==> src/rtl/cache_assoc_controller.sv <==
// rtl/cache_assoc_controller.sv - WAYS-way write-back cache controller FSM with overlapped line fill (optional CACHE_PERF_CNT_EN hit/miss counters)
module cache_assoc_controller #(
   parameter  int WAYS    = 2,
   parameter  int WORDS   = 4,
   parameter  int MEM_LAT = 2,
   localparam int OFF_W   = $clog2(WORDS),
   localparam int VW      = (WAYS > 1) ? $clog2(WAYS) : 1
) (
   input  logic             clk,
   input  logic             rst_n,
   input  logic             rd,
   input  logic             wr,
   input  logic [WAYS-1:0]  way_hit,
   input  logic [WAYS-1:0]  way_valid,
   input  logic [WAYS-1:0]  way_dirty,
   input  logic             cache_err,
   input  logic             mem_stall,
   input  logic             mem_err,
   output logic [WAYS-1:0]  way_en,
   output logic             comp,
   output logic             cache_write,
   output logic             valid_in,
   output logic [OFF_W-1:0] cache_offset,
   output logic             data_sel,
   output logic             mem_rd,
   output logic             mem_wr,
   output logic [OFF_W-1:0] mem_offset,
   output logic             addr_sel,
   output logic             done,
   output logic             hit,
   output logic             stall,
`ifdef CACHE_PERF_CNT_EN
   output logic [15:0]      hit_cnt,
   output logic [15:0]      miss_cnt,
`endif
   output logic             err
);

   typedef enum logic [2:0] {S_IDLE, S_WB, S_FILL, S_RETRY, S_DONE, S_ERR} state_t;

   localparam int                CNT_W    = OFF_W + 1;
   localparam logic [CNT_W-1:0]  WORDS_C  = CNT_W'(WORDS);
   localparam logic [OFF_W-1:0]  LAST_OFF = OFF_W'(WORDS - 1);
   localparam logic [VW-1:0]     LAST_WAY = VW'(WAYS - 1);

   state_t             state_q, state_d;
   logic [VW-1:0]      victim_ptr_q, victim_ptr_d;
   logic [VW-1:0]      victim_q, victim_d;
   logic               wr_q, wr_d;
   logic               hit_q, hit_d;
   logic               err_q, err_d;
   logic [OFF_W-1:0]   wb_cnt_q, wb_cnt_d;
   logic [CNT_W-1:0]   rd_cnt_q, rd_cnt_d;
   logic [MEM_LAT-1:0] ret_vld_q;
   logic [OFF_W-1:0]   ret_off_q [MEM_LAT];

   logic [WAYS-1:0]    hit_vec;
   logic [WAYS-1:0]    victim_oh;
   logic [VW-1:0]      victim_sel;
   logic               req, both, one_hit, multi_hit, accept;
   logic               victim_dirty;
   logic               issue, issue_ok;
   logic               ret_vld, ret_last;
   logic [OFF_W-1:0]   ret_off;

   // Request decode and fill-pipeline status
   always_comb begin
      hit_vec   = way_hit & way_valid;
      req       = rd ^ wr;
      both      = rd & wr;
      one_hit   = ($countones(hit_vec) == 1);
      multi_hit = ($countones(hit_vec) > 1);
      accept    = (state_q == S_IDLE) && req && !multi_hit;
      issue     = (state_q == S_FILL) && (rd_cnt_q < WORDS_C);
      issue_ok  = issue && !mem_stall;
      ret_vld   = ret_vld_q[MEM_LAT-1];
      ret_off   = ret_off_q[MEM_LAT-1];
      ret_last  = ret_vld && (ret_off == LAST_OFF);
   end

   // Victim choice: lowest-index invalid way, otherwise the round-robin pointer
   always_comb begin
      victim_sel = victim_ptr_q;
      for (int i = WAYS - 1; i >= 0; i--) begin
         if (!way_valid[i]) victim_sel = VW'(i);
      end
      victim_dirty = way_valid[victim_sel] && way_dirty[victim_sel];
      victim_oh = '0;
      victim_oh[victim_q] = 1'b1;
   end

   // FSM state register
   always_ff @(posedge clk or negedge rst_n) begin
      if (!rst_n) state_q <= S_IDLE;
      else        state_q <= state_d;
   end

   // FSM next-state logic
   always_comb begin
      state_d = state_q;
      case (state_q)
         S_IDLE: begin
            if (both)                     state_d = S_ERR;
            else if (req) begin
               if (multi_hit)             state_d = S_ERR;
               else if (one_hit)          state_d = S_DONE;
               else if (victim_dirty)     state_d = S_WB;
               else                       state_d = S_FILL;
            end
         end
         S_WB:    if (!mem_stall && (wb_cnt_q == LAST_OFF)) state_d = S_FILL;
         S_FILL:  if (ret_last) state_d = S_RETRY;
         S_RETRY: state_d = S_DONE;
         S_DONE:  state_d = S_IDLE;
         S_ERR:   state_d = S_IDLE;
         default: state_d = S_IDLE;
      endcase
   end

   // Operation latch, sticky error, victim pointer and word counters
   always_comb begin
      victim_ptr_d = victim_ptr_q;
      victim_d     = victim_q;
      wr_d         = wr_q;
      hit_d        = hit_q;
      err_d        = err_q;
      wb_cnt_d     = wb_cnt_q;
      rd_cnt_d     = rd_cnt_q;
      if (state_q == S_IDLE) begin
         wb_cnt_d = '0;
         rd_cnt_d = '0;
         err_d    = 1'b0;
         if (accept) begin
            victim_ptr_d = (victim_ptr_q == LAST_WAY) ? '0 : victim_ptr_q + 1'b1;
            victim_d     = victim_sel;
            wr_d         = wr;
            hit_d        = one_hit;
         end
      end
      // errors seen while the line is in flight are held until done
      if (((state_q == S_WB) || (state_q == S_FILL) || (state_q == S_RETRY)) && (mem_err || cache_err))
         err_d = 1'b1;
      if ((state_q == S_WB) && !mem_stall) wb_cnt_d = wb_cnt_q + 1'b1;
      if (issue_ok) rd_cnt_d = rd_cnt_q + 1'b1;
   end

   // Datapath registers
   always_ff @(posedge clk or negedge rst_n) begin
      if (!rst_n) begin
         victim_ptr_q <= '0;
         victim_q     <= '0;
         wr_q         <= 1'b0;
         hit_q        <= 1'b0;
         err_q        <= 1'b0;
         wb_cnt_q     <= '0;
         rd_cnt_q     <= '0;
      end else begin
         victim_ptr_q <= victim_ptr_d;
         victim_q     <= victim_d;
         wr_q         <= wr_d;
         hit_q        <= hit_d;
         err_q        <= err_d;
         wb_cnt_q     <= wb_cnt_d;
         rd_cnt_q     <= rd_cnt_d;
      end
   end

   // Return shift register: an accepted read emerges MEM_LAT cycles later as a fill slot
   always_ff @(posedge clk or negedge rst_n) begin
      if (!rst_n) begin
         ret_vld_q <= '0;
         for (int i = 0; i < MEM_LAT; i++) ret_off_q[i] <= '0;
      end else begin
         ret_vld_q[0] <= issue_ok;
         ret_off_q[0] <= rd_cnt_q[OFF_W-1:0];
         for (int i = 1; i < MEM_LAT; i++) begin
            ret_vld_q[i] <= ret_vld_q[i-1];
            ret_off_q[i] <= ret_off_q[i-1];
         end
      end
   end

   // FSM outputs; everything is held low while reset is asserted
   always_comb begin
      way_en       = '0;
      comp         = 1'b0;
      cache_write  = 1'b0;
      valid_in     = 1'b0;
      cache_offset = '0;
      data_sel     = 1'b0;
      mem_rd       = 1'b0;
      mem_wr       = 1'b0;
      mem_offset   = '0;
      addr_sel     = 1'b0;
      done         = 1'b0;
      hit          = 1'b0;
      stall        = 1'b0;
      err          = 1'b0;
      if (rst_n) begin
         case (state_q)
            S_IDLE: begin
               comp   = 1'b1;
               way_en = '1;
               if (req && one_hit) cache_write = wr;
            end
            S_WB: begin
               stall        = 1'b1;
               way_en       = victim_oh;
               addr_sel     = 1'b1;
               mem_wr       = 1'b1;
               mem_offset   = wb_cnt_q;
               cache_offset = wb_cnt_q;
            end
            S_FILL: begin
               stall = 1'b1;
               if (issue) begin
                  mem_rd     = 1'b1;
                  mem_offset = rd_cnt_q[OFF_W-1:0];
               end
               if (ret_vld) begin
                  cache_write  = 1'b1;
                  data_sel     = 1'b1;
                  valid_in     = 1'b1;
                  way_en       = victim_oh;
                  cache_offset = ret_off;
               end
            end
            S_RETRY: begin
               stall       = 1'b1;
               comp        = 1'b1;
               way_en      = victim_oh;
               cache_write = wr_q;
            end
            S_DONE: begin
               done = 1'b1;
               hit  = hit_q;
               err  = err_q;
            end
            S_ERR: begin
               done = 1'b1;
               err  = 1'b1;
            end
            default: ;
         endcase
      end
   end

`ifdef CACHE_PERF_CNT_EN
   // Saturating hit/miss counters over error-free completions
   always_ff @(posedge clk or negedge rst_n) begin
      if (!rst_n) begin
         hit_cnt  <= '0;
         miss_cnt <= '0;
      end else if (done && !err) begin
         if (hit && (hit_cnt != 16'hFFFF))   hit_cnt  <= hit_cnt + 16'd1;
         if (!hit && (miss_cnt != 16'hFFFF)) miss_cnt <= miss_cnt + 16'd1;
      end
   end
`endif

endmodule

==> config.mk <==
export PLATFORM = sky130hd
export DESIGN_NAME = cache_assoc_controller
export DESIGN_NICKNAME = d
export VERILOG_FILES = /design/src/rtl/cache_assoc_controller.sv
export SDC_FILE = /design/constraint.sdc
export NUM_CORES = 1
export LEC_CHECK = 0
export BUFFER_PORTS_ARGS = -buffer_cell sky130_fd_sc_hd__buf_2
export CORE_MARGIN = 3
export CORE_UTILIZATION = 30
export DETAILED_ROUTE_END_ITERATION = 12
export GPL_TIMING_DRIVEN = 0
export PLACE_DENSITY = 0.54
export SLEW_MARGIN = 10
export SYNTH_ARGS = -nofsm -noshare
export SYNTH_HDL_FRONTEND = slang
export SYNTH_SLANG_ARGS = --single-unit
export TNS_END_PERCENT = 20
==> constraint.sdc <==
create_clock -name clk -period 2 [get_ports clk]
set_input_delay 0.4 -clock clk [delete_from_list [all_inputs] [get_ports clk]]
set_output_delay 0.4 -clock clk [all_outputs]
set_load 0.01 [all_outputs]
==> metrics.md, run 1 <==
| Metric | Value |
|---|---|
| Status | `complete, no violations` |
| Latest clock arrival within the worst-skew pair | `0.26 ns` |
| Largest cells by area after synthesis | `dfrtp_1, ha_1, o21ai_0, inv_1, a21oi_1` |
| Lkg Pwr | `0.739 nW` |
| RSZ-0062 raised after global routing | `true` |
| Slowest CP cell | `dfrtp_2` |
| Ys Warns | `0` |
| Total global-route track usage | `13.3%` |
| Part of the Yosys area used for sequential elements | `approximately two fifths` |
| Setup ws final | `0.0465 ns` |
| Pwr dens | `1280 nW/um^2` |
| Most frequent cells after synthesis | `dfrtp_1, inv_1, o21ai_0` |
| Fin crit share | `97.7%` |
| Critical Path RT | `1.60 ns` |
| Setup TNS Final | `0 ns` |
| Yosys reg bits | `19` |
| F_max | `512 MHz` |
| Async SR Flop Fraction | `100%` |
| Worst hold slack | `0.0558 ns` |
| Fillers | `393` |
| Vias | `1015` |
| Total grt overflow | `0` |
| Root Buffer | `clkbuf_8` |
| Starting density of the core | `31.6%` |
| Vias in the first global route | `967` |
| Avg Cell Area, Syn | `about 9.3 um^2` |
| Minimum clock period | `1.95 ns` |
| WL/cell | `around 13 um` |
| Clk_skew | `0.00609 ns` |
| DRC Markers | `0` |
| Clock Sinks | `19` |
| RD Place Congestion | `between 0.8 and 0.9` |
| MaxCap Viol Count | `0` |
| Die H | `68.3 um` |
| Final Max Slew Viols | `0` |
| Most frequent cell after synthesis | `dfrtp_1` |
| Clock buffer depth | `2` |
| Cts bufs inserted | `3` |
| Syn Nets | `144` |
| Nature of the critical path startpoint | `flip-flop` |
| Final Hold Viols | `0` |
| Non-Filler Instances | `206` |
| FF+latch area | `478 um^2` |
| Initial antenna violation count | `0` |
| Placed insts | `between 200 and 250` |
| Share of layout cells above drive strength 1 | `34.2%` |
| Class of the tightest hold or removal check | `in -> async` |
| Die area | `4670 um^2` |
| Max IR drop VDD | `0.000375 V` |
| Crit path cell chain | `buf_6 > nor4b_4 > nand2_1 > a21boi_1 > buf_2` |
| Final HPWL DP | `roughly 2200 um` |
| Port Buffers | `28` |
| Die Wd | `68.3 um` |
| Fin area | `1480 um^2` |
| Detail Route Antenna Nets | `0` |
| Final setup violation count | `0` |
| Layout area overhead | `26.9%` |
| H-tree depth | `1` |
| Fin nets | `between 150 and 200` |
| Mapped Cells | `125` |
| Stages on the worst setup path | `5` |
| Antenna diodes | `0` |
| CP endpoint kind | `output pin` |
| TritonCTS clock tree | `built` |
| First-pass GRT wire length | `4560 um` |
| Top FF cell, synth | `dfrtp_1` |
| Num rows | `22` |
| Synth top area share | `about 41%` |
| DRT Pass-1 Iters | `4` |
| Crit path kind | `reg -> out` |
| CTS clk-pin slew, worst paths | `0.08 ns` |
| Crit-path max cell delay | `0.45 ns` |
| Slew margin rel. | `roughly three quarters` |
| Crit path DAT | `1.55 ns` |
| Synth cell types | `42` |
| CORE AREA | `approximately 3700 um^2` |
| DRC violation total after the first TritonRoute iteration | `34` |
| FF-to-FF path depth | `4` |
| Yosys top cell by area | `dfrtp_1` |
| Worst Path Buf+Inv | `2` |
| Top delay family on crit path | `flip-flops` |
| Pre-CTS WS | `-0.00927 ns` |
| Post-synth EDFFs | `0` |
| Via-per-instance ratio | `around 4.9` |
| Post-DP Area | `1370 um^2` |
| Post-synthesis cell area | `about 1200 um^2` |
| Largest net degree at the start of global routing | `28` |
| Crit Path Max Fanout | `10` |
| Multi-input logic area | `632 um^2` |
| I/O pin total | `30` |
| Final wirelength | `2760 um` |
| Slew at the pin closest to its max-slew limit | `0.359 ns` |
==> layout by cell type (no fill, tap or decap), types with 3 or more instances in the layout <==
cell	n
buf_2	27
dfrtp_1	17
inv_1	12
o21ai_0	10
nand2_1	9
a21oi_1	7
ha_1	6
buf_4	5
nor2_1	4
nand4_1	3
nor3_1	3
mux2_2	3
mux2i_1	3
a22o_1	3
clkbuf_8	3
==> through the flow <==
step | utilization (%) | total power [mW]
6_report | 40.1 | 1.89
4_1_cts | 38.6 | 1.81
3_5_place_dp | 37.0 | 1.52
3_3_place_gp | 37.0 | 1.50
5_1_grt | 40.1 | 2.06
2_1_floorplan | - | 1.26
==> worst paths after layout <==
kind	slack [ns]	to	startpoint
min in group clk	0.35	ret_off[0]	ret_off_q[2]
hold / removal	0.06	ret_off[0]	rst_n
hold reg to reg	0.35	ret_off[0]	ret_off_q[2]
setup / recovery	0.05	mem_offset[0]	state_q[0]
max in group asynchronous	1.65	state_q[2]	rst_n
setup reg to reg	0.44	hit_q	state_q[2]
==> timing repair <==
item,CTS,global route
buffers inserted,0,1
hold buffers,0,0
setup endpoints to repair,7,14
pin swaps,0,2
resized for setup,2,15
==> sequential cells by signal, indices dropped and copies added (netlist names) <==
name / cells
ret_vld_q: 2
ret_off: 2
wr_q: 1
rd_cnt_q: 3
wb_cnt_q: 2
ret_off_q: 2
hit_q: 1
victim_q: 1
victim_ptr_q: 1
err_q: 1
state_q: 3
==> logic make-up (layout without fill, tap and decap cells) <==
family                   after synthesis  in the layout  synth area share (%)
AO/OA/AOI/OAI                         34             34                  18.3
AND/OR/NAND/NOR                       39             39                  19.5
XOR/XNOR                               1              1                 0.752
multiplexers                           6              6                  5.48
adder cells (fa/ha/maj)                6              6                  6.44
buffers and inverters                 20             53                  8.70
flip-flops                            19             19                  40.8
==> final cells by class <==
type / count / share of cell area (%)
multi-input cells: 86 / 42.8
clock inverters: 1 / 0.508
repair buffers: 29 / 10.2
plain buffers: 8 / 4.32
clock buffers: 3 / 2.79
flip-flops and latches: 19 / 32.3
well taps: 48 / 4.06
inverters: 12 / 3.05
==> power by group <==
group | switching (mW) | internal [mW]
Clock | 0.136 | 0.141
Combinational | 0.491 | 0.446
Sequential | 0.139 | 0.542
==> per-layer routing <==
layer / part of all wire (%) / up-vias / track usage, %
met5: 0 / - / 0
met4: 2.1 / 0 / 6.45
met3: 6.2 / 5 / 2.63
met2: 45 / 31 / 19.9
met1: 47 / 471 / 18.2
li1: - / 508 / -
Power figures use the tool's default switching activity.
==> run 2: changes to the inputs <==
PLACE_DENSITY = 0.57   (was 0.54)
REMOVE_ABC_BUFFERS = 1   (was unset)
==> run 2 against run 1 <==
Maximum frequency is 0.24% higher. Total power is 0.61% lower. Setup slack better by 0.0047 ns. Register-to-register slack worse by 0.09 ns. Routed wire length is 3.9% higher. Final area is 2.1% lower. Clock skew is 0.0040 ns lower. Combinational power is 9.3% lower. Utilization is 0.85 points lower. Critical path type unchanged. Critical endpoint is now comp. Largest power group unchanged.
==> metrics.md, run 2 (same netlist as run 1, synthesis figures left out) <==
| Metric | Value |
|---|---|
| Die area | `4670 um^2 (unchanged)` |
| Cts bufs inserted | `3 (unchanged)` |
| Post-layout util | `39.2% (-0.85 points)` |
| Final setup violation count | `0 (unchanged)` |
| Die Wd | `68.3 um (unchanged)` |
| MaxCap Viol Count | `0 (unchanged)` |
| Final wirelength | `2860 um (+3.9%)` |
| Latest clock arrival within the worst-skew pair | `0.25 ns (about the same)` |
| Setup ws final | `0.0513 ns (+0.00474 ns)` |
| Final Max Slew Viols | `0 (unchanged)` |
| Initial antenna violation count | `0 (unchanged)` |
| First-pass GRT wire length | `4520 um (-0.90%)` |
| Total grt overflow | `0 (unchanged)` |
| H-tree depth | `1 (unchanged)` |
| Root Buffer | `clkbuf_8` |
| Detail Route Antenna Nets | `0 (unchanged)` |
| Critical Path RT | `1.60 ns (about the same)` |
| Non-Filler Instances | `205 (-0.49%)` |
| Port Buffers | `29 (+3.6%)` |
| Fillers | `396 (+0.76%)` |
| Vias | `1040 (+2.5%)` |
| Total global-route track usage | `12.7% (-0.64 points)` |
| TritonCTS clock tree | `built` |
| FF-to-FF path depth | `3 (-1)` |
| # hold bufs at CTS | `0 (unchanged)` |
| RSZ-0062 raised after global routing | `true` |
| Clk_skew | `0.00209 ns (-0.00401 ns)` |
| Crit Path Max Fanout | `7 (-3)` |
| Top sig layer | `met4` |
| Slew at the pin closest to its max-slew limit | `0.519 ns (+0.160 ns)` |
| Met1 wire length | `1320 um (+1.7%)` |
| Fin crit share | `97.4% (-0.24 points)` |
| Lkg Pwr | `0.732 nW (-0.95%)` |
| Share of layout cells above drive strength 1 | `33.8% (-0.42 points)` |
| Starting density of the core | `31.6% (unchanged)` |
| Pre-CTS WS | `-0.0188 ns (-0.00953 ns)` |
| I/O pin total | `30 (unchanged)` |
| Antenna diodes | `0 (unchanged)` |
| Crit path DAT | `1.55 ns (about the same)` |
| DR WL met3 | `147 um (-14%)` |
| DRC Markers | `0 (unchanged)` |
| Clock power frac | `14.2% (-0.4 points)` |
| Final HPWL DP | `2040 um (-6.3%)` |
| F_max | `513 MHz (+0.24%)` |
| DRC violation total after the first TritonRoute iteration | `30 (-12%)` |
| Pwr dens | `1300 nW/um^2 (+1.5%)` |
| Fin nets | `177 (-0.56%)` |
| Class of the tightest hold or removal check | `in -> async` |
| Sequential share of power | `40.6% (+4.7 points)` |
| Via-per-instance ratio | `5.07 (+3.0%)` |
| Setup TNS Final | `0 ns (unchanged)` |
| CORE AREA | `3690 um^2 (unchanged)` |
| Crit path kind | `reg -> out` |
| Max IR drop VDD | `0.000445 V (+19%)` |
| Num rows | `22 (unchanged)` |
| Largest net degree at the start of global routing | `28 (unchanged)` |
| Clock Sinks | `19 (unchanged)` |
| Layout area overhead | `24.2%` |
| Status | `complete, no violations` |
| DR WL met2 | `1380 um (+13%)` |
| Sw Pwr | `0.771 mW (+0.73%)` |
| Clock buffer depth | `2 (unchanged)` |
| Slew margin rel. | `65.4% (-11 points)` |
| Final Hold Viols | `0 (unchanged)` |
| Biggest regs | `rd_cnt_q x3, state_q x3` |
| CP endpoint kind | `output pin` |
| Sw frac | `41.0% (+0.54 points)` |
| Nature of the critical path startpoint | `flip-flop` |
| Placed insts | `194 (-3.5%)` |
| Vias in the first global route | `940 (-2.8%)` |
| Leading cell types in the layout, fill and taps excluded | `buf_2, dfrtp_1, inv_1` |
| Comb pwr share | `45.2% (-4.3 points)` |
| DRT Pass-1 Iters | `4 (unchanged)` |
| Die H | `68.3 um (unchanged)` |
| Minimum clock period | `1.95 ns (-0.00474 ns)` |
| RD Place Congestion | `0.799 (-1.8%)` |
| CTS clk-pin slew, worst paths | `0.07 ns (about the same)` |
| WL/cell | `14.0 um (+4.4%)` |
| Pint | `1.11 mW (-1.5%)` |
| Commonest non-fill, non-tap cell in the layout | `buf_2` |
==> run 2: cell count changes in the layout (fill, tap and decap cells not counted), sizes merged <==
| cell | before | now |
|---|---|---|
| clkbuf | 6 | 4 |
| buf | 34 | 35 |
| clkinv | 0 | 1 |
| clkinvlp | 1 | 0 |
==> run 2: cell type report <==
type	count	area, um^2	area share [%]
multi-input cells	86	618	42.7
flip-flops and latches	19	484	33.5
repair buffers	36	193	13.3
well taps	48	60.1	4.15
inverters	12	45.0	3.11
clock buffers	3	41.3	2.85
clock inverters	1	5.00	0.346
==> run 2: metrics by stage <==
stage	hold WS, ns	area (um^2)	total power, mW
2_1_floorplan	0.104	1110	1.19
3_3_place_gp	0.332	1310	1.41
3_5_place_dp	0.336	1310	1.44
4_1_cts	0.132	1370	1.72
5_1_grt	0.147	1450	2.03
6_report	0.113	1450	1.88
==> run 2: power groups by stage <==
stage | logic, mW | registers, mW | clock network (mW)
finish | 0.851 | 0.765 | 0.267
global route | 0.948 | 0.791 | 0.287
CTS | 0.682 | 0.770 | 0.269
detailed placement | 0.674 | 0.770 | 0
global placement | 0.656 | 0.754 | 0
floorplan | 0.492 | 0.696 | 0
==> run 2: routing by layer <==
layer / global-route usage [%] / up-vias
met4: 2.98 / 0
li1: - / 502
met1: 17.0 / 511
met2: 20.7 / 25
met3: 2.63 / 2
met5: 0 / -
==> run 2: path summary, 6_finish.rpt <==
| kind | from | slack (ns) | endpoint |
|---|---|---|---|
| max in group asynchronous | rst_n | 1.50 | state_q[2] |
| min in group clk | ret_off_q[2] | 0.35 | ret_off[0] |
| worst min register to register | ret_off_q[2] | 0.35 | ret_off[0] |
| worst min-delay path | rst_n | 0.11 | wr_q |
| worst max-delay path | state_q[0] | 0.05 | comp |
| worst max register to register | state_q[2] | 0.35 | wr_q |
==> run 2: timing repair <==
action,4_1_cts,5_1_grt
resized for setup,4,8
endpoints found under the setup margin,6,6
buffers inserted,0,7
pin swaps,0,1
==> run 2: critical path, cell delays in order (launching register included) <==
cell and delay (ns):
dfrtp_2 0.49, buf_4 0.18, or2_2 0.33, a21oi_1 0.15
buf_2 0.15
==> run 3: changes to the inputs <==
ABC_AREA = 1   (was unset)
==> run 3 against run 2 <==
Final area is 3.7% higher. Utilization is 0.57 points higher. Hold slack worse by 0.089 ns. Synthesized area is 4.1% higher. Routed wire length is 5.9% lower. Count of clock-buffer cells in the layout stayed put. Combinational power is 8.6% higher. Via count is 0.77% higher. Critical path type unchanged. Critical endpoint is now cache_write. Largest power group unchanged.
==> metrics.md, run 3 <==
| Metric | Value |
|---|---|
| Num rows | `22 (unchanged)` |
| MaxCap Viol Count | `0 (unchanged)` |
| Cts bufs inserted | `3 (unchanged)` |
| Part of the Yosys area used for sequential elements | `39.2% (-1.6 points)` |
| Largest cells by area after synthesis | `dfrtp_1, nand2_1, nand3_1, inv_1, ha_1` |
| Clock buffer depth | `2 (unchanged)` |
| Fin area | `1500 um^2 (+3.7%)` |
| Synth top area share | `39.2% (-1.6 points)` |
| Most frequent cells after synthesis | `nand2_1, inv_1, dfrtp_1` |
| Layout area overhead | `23.7%` |
| Crit path kind | `reg -> out` |
| I/O pin total | `30 (unchanged)` |
| RD Place Congestion | `0.774 (-3.1%)` |
| Root Buffer | `clkbuf_8` |
| Setup TNS Final | `0 ns (unchanged)` |
| Slew at the pin closest to its max-slew limit | `0.298 ns (-0.221 ns)` |
| Crit-path max cell delay | `0.46 ns (-0.03 ns)` |
| Clk_skew | `0.00537 ns (+0.00329 ns)` |
| DRT Pass-1 Iters | `4 (unchanged)` |
| Post-synthesis cell area | `1210 um^2 (+4.1%)` |
| Non-Filler Instances | `241 (+18%)` |
| Clock Sinks | `19 (unchanged)` |
| Crit path DAT | `1.48 ns (-0.07 ns)` |
| Ys Warns | `0 (unchanged)` |
| Status | `complete, no violations` |
| Antenna diodes | `0 (unchanged)` |
| Die Wd | `69.6 um (+1.8%)` |
| Starting density of the core | `32.1% (+0.57 points)` |
| Synth cell types | `26 (-38%)` |
| Share of layout cells above drive strength 1 | `30.6% (-3.2 points)` |
| Final setup violation count | `0 (unchanged)` |
| Minimum clock period | `1.88 ns (-0.0663 ns)` |
| Crit Path Max Fanout | `7 (unchanged)` |
| FF+latch area | `479 um^2 (-1.0%)` |
| Slowest CP cell | `dfrtp_2` |
| Post-synth EDFFs | `0 (unchanged)` |
| TritonCTS clock tree | `built` |
| H-tree depth | `1 (unchanged)` |
| CTS clk-pin slew, worst paths | `0.08 ns (about the same)` |
| Lkg Pwr | `0.841 nW (+15%)` |
| Critical path's most frequent cell | `nor2_1` |
| Post-synthesis mux area share | `0% (-5.5 points)` |
| Final Hold Viols | `0 (unchanged)` |
| Crit path cell chain | `clkinv_4 > nand3_4 > inv_4 > nand2_1 > o21ai_1 > nor2_1 > nor2_1 > buf_2` |
| Fin nets | `213 (+20%)` |
| Mapped Cells | `157 (+26%)` |
| Post-synthesis xor/xnor area fraction | `1.34% (+0.59 points)` |
| Vias in the first global route | `978 (+4.0%)` |
| Final wirelength | `2700 um (-5.9%)` |
| Vias | `1048 (+0.77%)` |
| Total global-route track usage | `11.1% (-1.6 points)` |
| DRC violation total after the first TritonRoute iteration | `61 (+100%)` |
| Leading cell types in the layout, fill and taps excluded | `nand2_1, buf_2, inv_1` |
| DRC Markers | `0 (unchanged)` |
| Combinational family with the most area after synthesis | `simple AND/OR/NAND/NOR gates` |
| Top FF cell, synth | `dfrtp_1` |
| Post-synthesis compound-gate area fraction | `8.36% (-9.9 points)` |
| First-pass GRT wire length | `4430 um (-2.0%)` |
| RSZ-0062 raised after global routing | `false` |
| Post-DP Area | `1390 um^2 (+5.9%)` |
| Multi-input logic area | `601 um^2 (-2.8%)` |
| Port Buffers | `29 (unchanged)` |
| Final HPWL DP | `2080 um (+1.7%)` |
| Nature of the critical path startpoint | `flip-flop` |
| Die H | `69.6 um (+1.8%)` |
| Via-per-instance ratio | `4.35 (-14%)` |
| Initial antenna violation count | `0 (unchanged)` |
| Pwr dens | `1250 nW/um^2 (-3.6%)` |
| Placed insts | `231 (+19%)` |
| Max IR drop VDD | `0.000505 V (+14%)` |
| Class of the tightest hold or removal check | `in -> async` |
| Async SR Flop Fraction | `100% (unchanged)` |
| Commonest non-fill, non-tap cell in the layout | `nand2_1` |
| Final Max Slew Viols | `0 (unchanged)` |
| Latest clock arrival within the worst-skew pair | `0.26 ns (about the same)` |
| Critical Path RT | `1.60 ns (about the same)` |
| Detail Route Antenna Nets | `0 (unchanged)` |
| Yosys reg bits | `19 (unchanged)` |
| Most frequent cell after synthesis | `nand2_1` |
| WL/cell | `11.2 um (-20%)` |
| Fillers | `397 (+0.25%)` |
| Fin crit share | `94.1% (-3.3 points)` |
| CP endpoint kind | `output pin` |
| Total grt overflow | `0 (unchanged)` |
| Synth Area in Simple Gates | `33.6% (+14 points)` |
| Avg Cell Area, Syn | `7.72 um^2 (-17%)` |
| Biggest regs | `rd_cnt_q x3, state_q x3` |
| Die area | `4840 um^2 (+3.7%)` |
| F_max | `531 MHz (+3.5%)` |
| Post-layout util | `39.8% (+0.57 points)` |
| Slew margin rel. | `80.1% (+15 points)` |
| Area share of fa/ha/maj cells after synthesis | `6.19% (-0.25 points)` |
| Yosys top cell by area | `dfrtp_1` |
| CORE AREA | `3770 um^2 (+2.2%)` |
| Largest net degree at the start of global routing | `24 (-14%)` |
-- run 3: worst max-delay path, delay by kind of cell, from the launching register on --
family	cells	cell delay (ns)
DFF	1	0.46
buffers and inverters	3	0.35
and+or+nand+nor	4	0.34
AOI/OAI and AO/OA	1	0.08
-- run 3: area by class of cell --
| cell class | count | share of cell area (%) |
|---|---|---|
| Multi-Input combinational cell | 107 | 40.0 |
| Tap cell | 48 | 4.00 |
| Clock buffer | 3 | 2.75 |
| Clock inverter | 1 | 0.500 |
| Sequential cell | 19 | 31.9 |
| Timing Repair Buffer | 35 | 12.8 |
| Inverter | 28 | 7.92 |
-- run 3: through the flow --
step	hold slack [ns]	power (mW)	setup WS [ns]
after floorplan	0.104	1.30	0.454
after global placement	0.331	1.52	-0.183
after detailed placement	0.339	1.53	-0.176
after CTS	0.0258	1.83	0.0160
after global routing	0.0311	2.07	0.0219
final	0.0238	1.88	0.118
-- run 3: cells by family (layout without fill, tap and decap cells) --
kind of cell               Yosys count  in the layout
and+or+nand+nor                     82             82
buffers and inverters               31             67
DFF                                 19             19
AOI/OAI and AO/OA                   18             18
adders and majority gates            6              6
xor gates and xnor gates             1              1
-- run 3: worst paths after layout --
kind | startpoint | end | slack [ns] | cells after the start
max reg2reg | state_q[2] | state_q[2] | 0.71 | 6
max | state_q[2] | cache_write | 0.12 | 8
min reg2reg | ret_vld_q[0] | ret_vld_q[1] | 0.35 | 0
max in group asynchronous | rst_n | state_q[1] | 1.72 | 1
min | rst_n | wr_q | 0.02 | 1
min in group clk | ret_vld_q[0] | ret_vld_q[1] | 0.35 | 0
-- run 3: report_power, final --
part / leakage (nW) / total [mW] / switching (mW) / internal, mW
clock: 0.0217 / 0.277 / 0.136 / 0.140
sequential: 0.243 / 0.682 / 0.141 / 0.541
combinational: 0.576 / 0.924 / 0.559 / 0.365
total: 0.841 / 1.88 / 0.836 / 1.05
-- run 3: what timing repair did --
item / in CTS / in global routing
hold buffers: 0 / 0
endpoints found under the setup margin: 12 / 5
buffers inserted: 0 / 6
resized for setup: 5 / 4
-- run 3: layer usage --
metal  GRT usage (%)  part of all wire (%)  up-vias  wire [um]
met5               0                     0        -          0
met4           0.651                     0        0          0
met3            3.04                   3.9        0        105
met2            18.9                    48       17       1280
met1            14.6                    49      468       1310
li1                -                     -      563          -
